`config.mk`:
```
export PLATFORM = sky130hd
export DESIGN_NAME = alu_op_sequencer
export DESIGN_NICKNAME = d
export VERILOG_FILES = /design/src/rtl/alu_op_sequencer.sv
export SDC_FILE = /design/constraint.sdc
export NUM_CORES = 1
export LEC_CHECK = 0
export CAP_MARGIN = 20
export CORE_MARGIN = 1
export CORE_UTILIZATION = 51
export CTS_CLUSTER_SIZE = 8
export DETAILED_ROUTE_END_ITERATION = 8
export PLACE_DENSITY = 0.87
export SETUP_SLACK_MARGIN = 0.1
export SKIP_CTS_REPAIR_TIMING = 1
export SLEW_MARGIN = 0
export SYNTH_ARGS = -nofsm -noshare
export SYNTH_HDL_FRONTEND = slang
export SYNTH_SLANG_ARGS = --single-unit
```
`constraint.sdc`:
```
create_clock -name clk -period 4.5 [get_ports clk]
set_input_delay 0.45 -clock clk [delete_from_list [all_inputs] [get_ports clk]]
set_output_delay 0.45 -clock clk [all_outputs]
set_load 0.03 [all_outputs]
```
`src/rtl/alu_op_sequencer.sv`:
```
// alu_op_sequencer: multi-cycle controller in front of a 4-bit ALU.
// Accepts one op per request handshake and drives the ALU control and operand lines.
// Returns the captured ALU result on a response handshake.
// MUL is built from repeated ALU additions.
// Vectors are [0:N], bit 0 = MSB.
module alu_op_sequencer (
  input  logic       clk,
  input  logic       rst_n,
  input  logic       req_valid,
  output logic       req_ready,
  input  logic [0:2] req_op,
  input  logic [0:3] req_a,
  input  logic [0:3] req_b,
  output logic       rsp_valid,
  input  logic       rsp_ready,
  output logic [0:3] rsp_res,
  output logic       rsp_err,
  output logic       busy,
  output logic       alu_sub,
  output logic [0:1] alu_afs,
  output logic [0:3] alu_a,
  output logic [0:3] alu_b,
  input  logic [0:3] alu_res
);

  typedef enum logic [1:0] {
    IDLE = 2'd0,
    EXEC = 2'd1,
    MUL  = 2'd2,
    RESP = 2'd3
  } state_t;

  state_t     state;
  logic [0:2] op_q;
  logic [0:3] a_q;
  logic [0:3] b_q;
  logic [0:3] acc_q;
  logic [0:3] cnt_q;
  logic       op_illegal;

  // Opcodes 11x have no ALU mapping.
  assign op_illegal = op_q[0] & op_q[1];

  assign req_ready = (state == IDLE);
  assign busy      = (state != IDLE);

  // Sequencer state, latched request, MUL accumulator and response registers.
  always_ff @(posedge clk) begin
    if (!rst_n) begin
      state     <= IDLE;
      op_q      <= '0;
      a_q       <= '0;
      b_q       <= '0;
      acc_q     <= '0;
      cnt_q     <= '0;
      rsp_valid <= 1'b0;
      rsp_res   <= '0;
      rsp_err   <= 1'b0;
    end else begin
      case (state)
        IDLE: begin
          if (req_valid) begin
            op_q <= req_op;
            a_q  <= req_a;
            b_q  <= req_b;
            if (req_op == 3'b101) begin
              acc_q <= '0;
              cnt_q <= req_b;
              state <= MUL;
            end else begin
              state <= EXEC;
            end
          end
        end
        EXEC: begin
          rsp_valid <= 1'b1;
          if (op_illegal) begin
            rsp_res <= '0;
            rsp_err <= 1'b1;
          end else begin
            rsp_res <= alu_res;
            rsp_err <= 1'b0;
          end
          state <= RESP;
        end
        MUL: begin
          // Each pass adds A into the accumulator through the ALU; carry is dropped.
          if (cnt_q != 4'd0) begin
            acc_q <= alu_res;
            cnt_q <= cnt_q - 4'd1;
          end else begin
            rsp_res   <= acc_q;
            rsp_err   <= 1'b0;
            rsp_valid <= 1'b1;
            state     <= RESP;
          end
        end
        RESP: begin
          if (rsp_ready) begin
            rsp_valid <= 1'b0;
            state     <= IDLE;
          end
        end
        default: state <= IDLE;
      endcase
    end
  end

  // ALU drive: active only in EXEC (legal ops) and MUL, otherwise all zero.
  always_comb begin
    alu_sub = 1'b0;
    alu_afs = 2'b00;
    alu_a   = '0;
    alu_b   = '0;
    case (state)
      EXEC: begin
        if (!op_illegal) begin
          alu_a = a_q;
          alu_b = b_q;
          case (op_q)
            3'b000:  alu_afs = 2'b00;
            3'b001:  alu_afs = 2'b01;
            3'b010:  alu_afs = 2'b10;
            3'b011:  alu_afs = 2'b11;
            3'b100: begin
              alu_afs = 2'b11;
              alu_sub = 1'b1;
            end
            default: begin
              alu_a = '0;
              alu_b = '0;
            end
          endcase
        end
      end
      MUL: begin
        alu_a   = acc_q;
        alu_b   = a_q;
        alu_afs = 2'b11;
      end
      default: ;
    endcase
  end

endmodule

```
==> Word level (Yosys, flattened, before mapping) <==
Index checks and enable logic that the tools add are counted.
{ "totals": {"ff_bits": 27, "input_bits": 19, "out_inout_bits": 19, "wordCells": 72} }
{ "classes": {"addsub": 1, "eq_ne": 13, "mux": 34, "bitwise_logic": 1, "n_reduce_logical": 14} }
{ "op_table": {"columns": ["cell", "count"], "rows": [
  ["$mux W4", 12],
  ["$pmux W4 S2", 5],
  ["$mux W2", 5],
  ["$ne A2 B2 Y1 const B", 4],
  ["$pmux W2 S4", 1],
  ["$mux W1", 7],
  ["$eq A3 B2 Y1 const B", 2],
  ["$eq A3 B3 Y1 const B", 2],
  ["$pmux W2 S3", 1],
  ["$reduce_and A3 Y1", 2],
  ["$reduce_bool A2 Y1", 3],
  ["$reduce_or A5 Y1", 1],
  ["$eq A2 B2 Y1 const B", 2],
  ["$pmux W2 S2", 1],
  ["$reduce_and A2 Y1", 2],
  ["$reduce_and A4 Y1", 1],
  ["$reduce_bool A4 Y1", 1],
  ["$sub A4 B1 Y4 const B", 1],
  ["$eq A3 B1 Y1 const B", 1],
  ["$logic_not A3 Y1", 1],
  ["$pmux W1 S3", 1],
  ["$reduce_bool A3 Y1", 1],
  ["$eq A2 B1 Y1 const B", 1],
  ["$logic_not A2 Y1", 1],
  ["other kinds (4)", 4]
]} }

==> Depth between registers and ports, before layout <==
{ "depth": {"word_depth": 5, "mapped_depth": 7, "mapped_depth_nobuf": 6} }

==> Worst setup path before layout <==
Ideal clock, no wire load.
{ "synth_timing": {"kind": "register -> output", "from": "register state[0]", "to": "output alu_a[0] (netlist bit)", "t_arrival_ns": 1.758, "required_ns": 4.050, "slack_ns": 2.292, "stages_incl_launch_ff": 7, "path_buffers": 2, "path_cell_list": "dfxtp_1 inv_1 ha_1 clkbuf_1 buf_1 a22oi_1 nor2b_1"} }
{ "synth_via": {"elab_chain_len": 2, "elab_cells_between_ends": 3, "classes_between": "eq/ne (2); mux (1)"} }
{ "synth_rtl": {"columns": ["item", "line", "text"], "rows": [
  ["start, declared", "33", "state_t state;"],
  ["start signal, assigned", "50", "state <= IDLE;"],
  ["start signal, assigned", "69", "state <= MUL;"],
  ["start signal, assigned", "71", "state <= EXEC;"],
  ["$eq A2 B2 Y1 / $eq A2 B1 Y1 (equally long branches)", "115", "case (state)"],
  ["$pmux W4 S2 (*)", "115", null],
  ["end, declared", "21", "output logic [0:3] alu_a,"]
]} }
Every way passes the cells marked *; elsewhere a longest branch is shown, timed or not.

==> Worst setup path in the final report <==
{ "layout_timing": {"from": "register state[0]", "to": "output alu_b[1] (netlist bit)"} }
{ "layout_via": {"elab_chain_len": 2, "elab_cells_between_ends": 3, "classes_between": "eq/ne (2); mux (1)"} }
{ "layout_rtl": {"columns": ["item", "line", "text"], "rows": [
  ["$eq A2 B2 Y1 / $eq A2 B1 Y1 (equally long branches)", "115", null],
  ["$pmux W4 S2 (*)", "115", null],
  ["end, declared", "22", "output logic [0:3] alu_b,"]
]} }
Marks and branches as above.

==> impl_results.md <==
* Worst hold path class: flop to flop
* Mean area per synthesized cell at 7.839 sq um
* Mapped cell area at 1419 sq um
* Sequential fraction of the synthesis area at 38.10%
* NumNets Final at 238
* Vias at 1417
* Gr ovfl total at 0
* Final worst setup slack at 1.297 ns
* Total Power at 1.084 mW
* Startpoint types: flop
* H-tree depth at 1
* DRC at 0
* Synth-to-Final Area Change at 28.22%
* Leakage at 0.6545 nW
* Post-synthesis cell type count at 32
* Die area at 2997 sq um
* Post-Layout Cell Count at 242
* Final setup TNS at 0 ns
* Total CTS buffers at 3
* Status: finished clean
* Vias per Instance at 5.855
* Maximum vdd ir drop at 600.9 uV
* R2R depth at 5
* Register bit count reported by yosys at 27
* Crit Path Category: flop to primary output
* NetSw at 0.4977 mW
* Req. time, crit path at 4.05 ns
* Comb pwr share at 58.4%
* Worst Hold Path EP: b_q[3]
* Syn_nets at 206
* Max-slew violations at 0
* Setup violations, final at 0
* Max cap viols at 0
* Dpl hpwl at 2648 um
* Initial antenna violation count at 0
* CP Max Fanout at 31
* Tcrit/Tclk final at 71.17%
* I/O Buffers at 37
* Pin count of the biggest net entering global routing at 32
* Total GRT Usage at 25.60%
* Post-Syn Instances at 181
* Hold depth at 2
* P per Cell Area at 595.7 nW/um^2
* Post-layout min period at 3.203 ns
* Part of the power in registers at 31.2%
* Starting Density at 55.75%
* Worst slew pin tran at 1.034 ns
* Gp weighted congestion at 0.8350
* DIE WIDTH at 54.75 um
* R2R setup slack at 1.96 ns
* R2r endpoint: cnt_q[2]
* Post-DRT Antenna Nets at 0
* Pre-CTS setup slack at 1.695 ns
* Number of global-route vias before repair at 1269
* Fin. Hold Viols at 0
* Hold Slack at 0.4715 ns
* Post-placement cell count at 238
* Pint at 0.5861 mW
* Worst skew pair latency at 0.34 ns
* Wire per inst at 14.74 um
* RSZ-0062 raised after global routing: false
* CTS tree: built
* Worst endpoint data arrival time at 2.75 ns
* Skew final at 0.001604 ns
* Switching Share at 45.92%
* First-pass GRT wire length at 5375 um
* Sink Count at 27
* Fmax at 312.2 MHz
* Antenna diode count at 0
* Share of layout cells above drive strength 1 at 2.830%
* Router iterations before antenna repair at 4
* First DRT Iteration DRCs at 51
* Worst-path clk slew at 0.15 ns
* R2r startpoint: state[0]
* Routed WL at 3567 um
* Max Root-Sink Buffers at 2
* I/O pin count at 38
* Slew margin rel. at 31.05%
* Die Ht at 54.75 um
* Num rows at 18
* CP Capture Type: primary output
* Clock Power Share at 10.4%
* Core ar. at 2545 sq um
* Min-delay src: b_q[3]
* YS warnings at 0
* Clock Tree Root: clkbuf_4
-- cell usage after synthesis, drive strengths merged --
cell      n  area share (%)
a21oi    19             6.7
and2      3             1.3
nand3b    2             1.1
a21boi    1            0.53
o2bb2ai   2             1.2
dfxtp    27              38
a22oi    12             6.3
or3b      1            0.79
o32ai     1            0.62
buf       2            0.53
o21a      5             2.6
mux2      1            0.79
nor3b     1            0.53
nand3     2            0.71
o22ai     4             1.8
inv      10             2.6
nor3      2            0.71
a311oi    1            0.62
nand2b    4             1.8
a211o     1            0.62
nand2    37             9.8
mux2i     2             1.4
clkbuf    8             2.1
clkinv    1            0.26
nor2b    10             4.4
o21ai     1            0.35
nor2      7             1.9
ha        6             5.3
a222oi    1            0.71
a211oi    4             2.1
o211ai    2             1.1
a32oi     1            0.62
-- cell usage in the layout, fill, tap and decap left out, types with 5 or more instances in the layout --
cell / count
a21oi_1: 19
a22oi_1: 12
clkdlybuf4s50_1: 37
dfxtp_1: 27
ha_1: 6
inv_1: 10
nand2_1: 37
nor2_1: 7
nor2b_1: 10
o21a_1: 5
-- state kept, by name, summed over array words and instances (netlist names) --
name,flops
state,2
rsp_err,1
a_q,4
rsp_valid,1
acc_q,4
op_q,3
rsp_res,4
cnt_q,4
b_q,4
-- cells by family (layout without fill, tap and decap cells) --
family,after synthesis,in the layout,share of synthesized area [%]
adders and majority gates,6,6,5.291
buffers and inverters,21,52,5.556
and+or+nand+nor,69,69,22.93
DFF,27,27,38.10
AOI/OAI and AO/OA,55,55,25.93
muxes,3,3,2.205
-- worst max-delay path by stage --
stage,depth (start not counted),endpoint,startpoint
after floorplan,6,alu_a[0],state[0]
after global placement,5,alu_b[1],state[0]
final,5,alu_b[1],state[0]
after global routing,5,alu_b[1],state[0]
after CTS,5,alu_b[1],state[0]
after detailed placement,5,alu_b[1],state[0]
-- power by group through the flow --
stage | Clock (mW) | Sequential, mW | Combinational, mW
6_report | 0.112 | 0.338 | 0.633
5_1_grt | 0.123 | 0.348 | 0.692
4_1_cts | 0.117 | 0.339 | 0.633
3_5_place_dp | 0 | 0.345 | 0.630
3_3_place_gp | 0 | 0.338 | 0.608
2_1_floorplan | 0 | 0.379 | 0.404
-- cell type report --
type,count,area [sq um]
timing repair buffer,37,370.4
tap,30,37.54
inverter,11,41.29
clock inverter,1,7.507
multi-input combinational,133,799.5
clock buffer,3,22.52
sequential,27,540.5
fill,216,725.7
-- metrics by stage --
stage | util, % | cell area (sq um)
final | 71.48 | 1819
after global routing | 71.48 | 1819
after CTS | 71.48 | 1819
after detailed placement | 70.30 | 1789
after global placement | 70.30 | 1789
after floorplan | - | 1419
-- per-layer routing --
layer  vias up  routed length (um)  GRT usage [%]
li1        693                   -              -
met1       657                1552          32.23
met2        58                1743          40.16
met3         9                 175          3.333
met4         0                  95          17.09
met5         -                   0              0
-- worst max-delay path, stage by stage (launching register included) --
cell	delay, ns
dfxtp_1	0.37
inv_1	0.11
ha_1	0.85
a22oi_1	0.22
nor2b_1	0.17
clkdlybuf4s50_1	0.68
(Power assumes the default switching activity.)
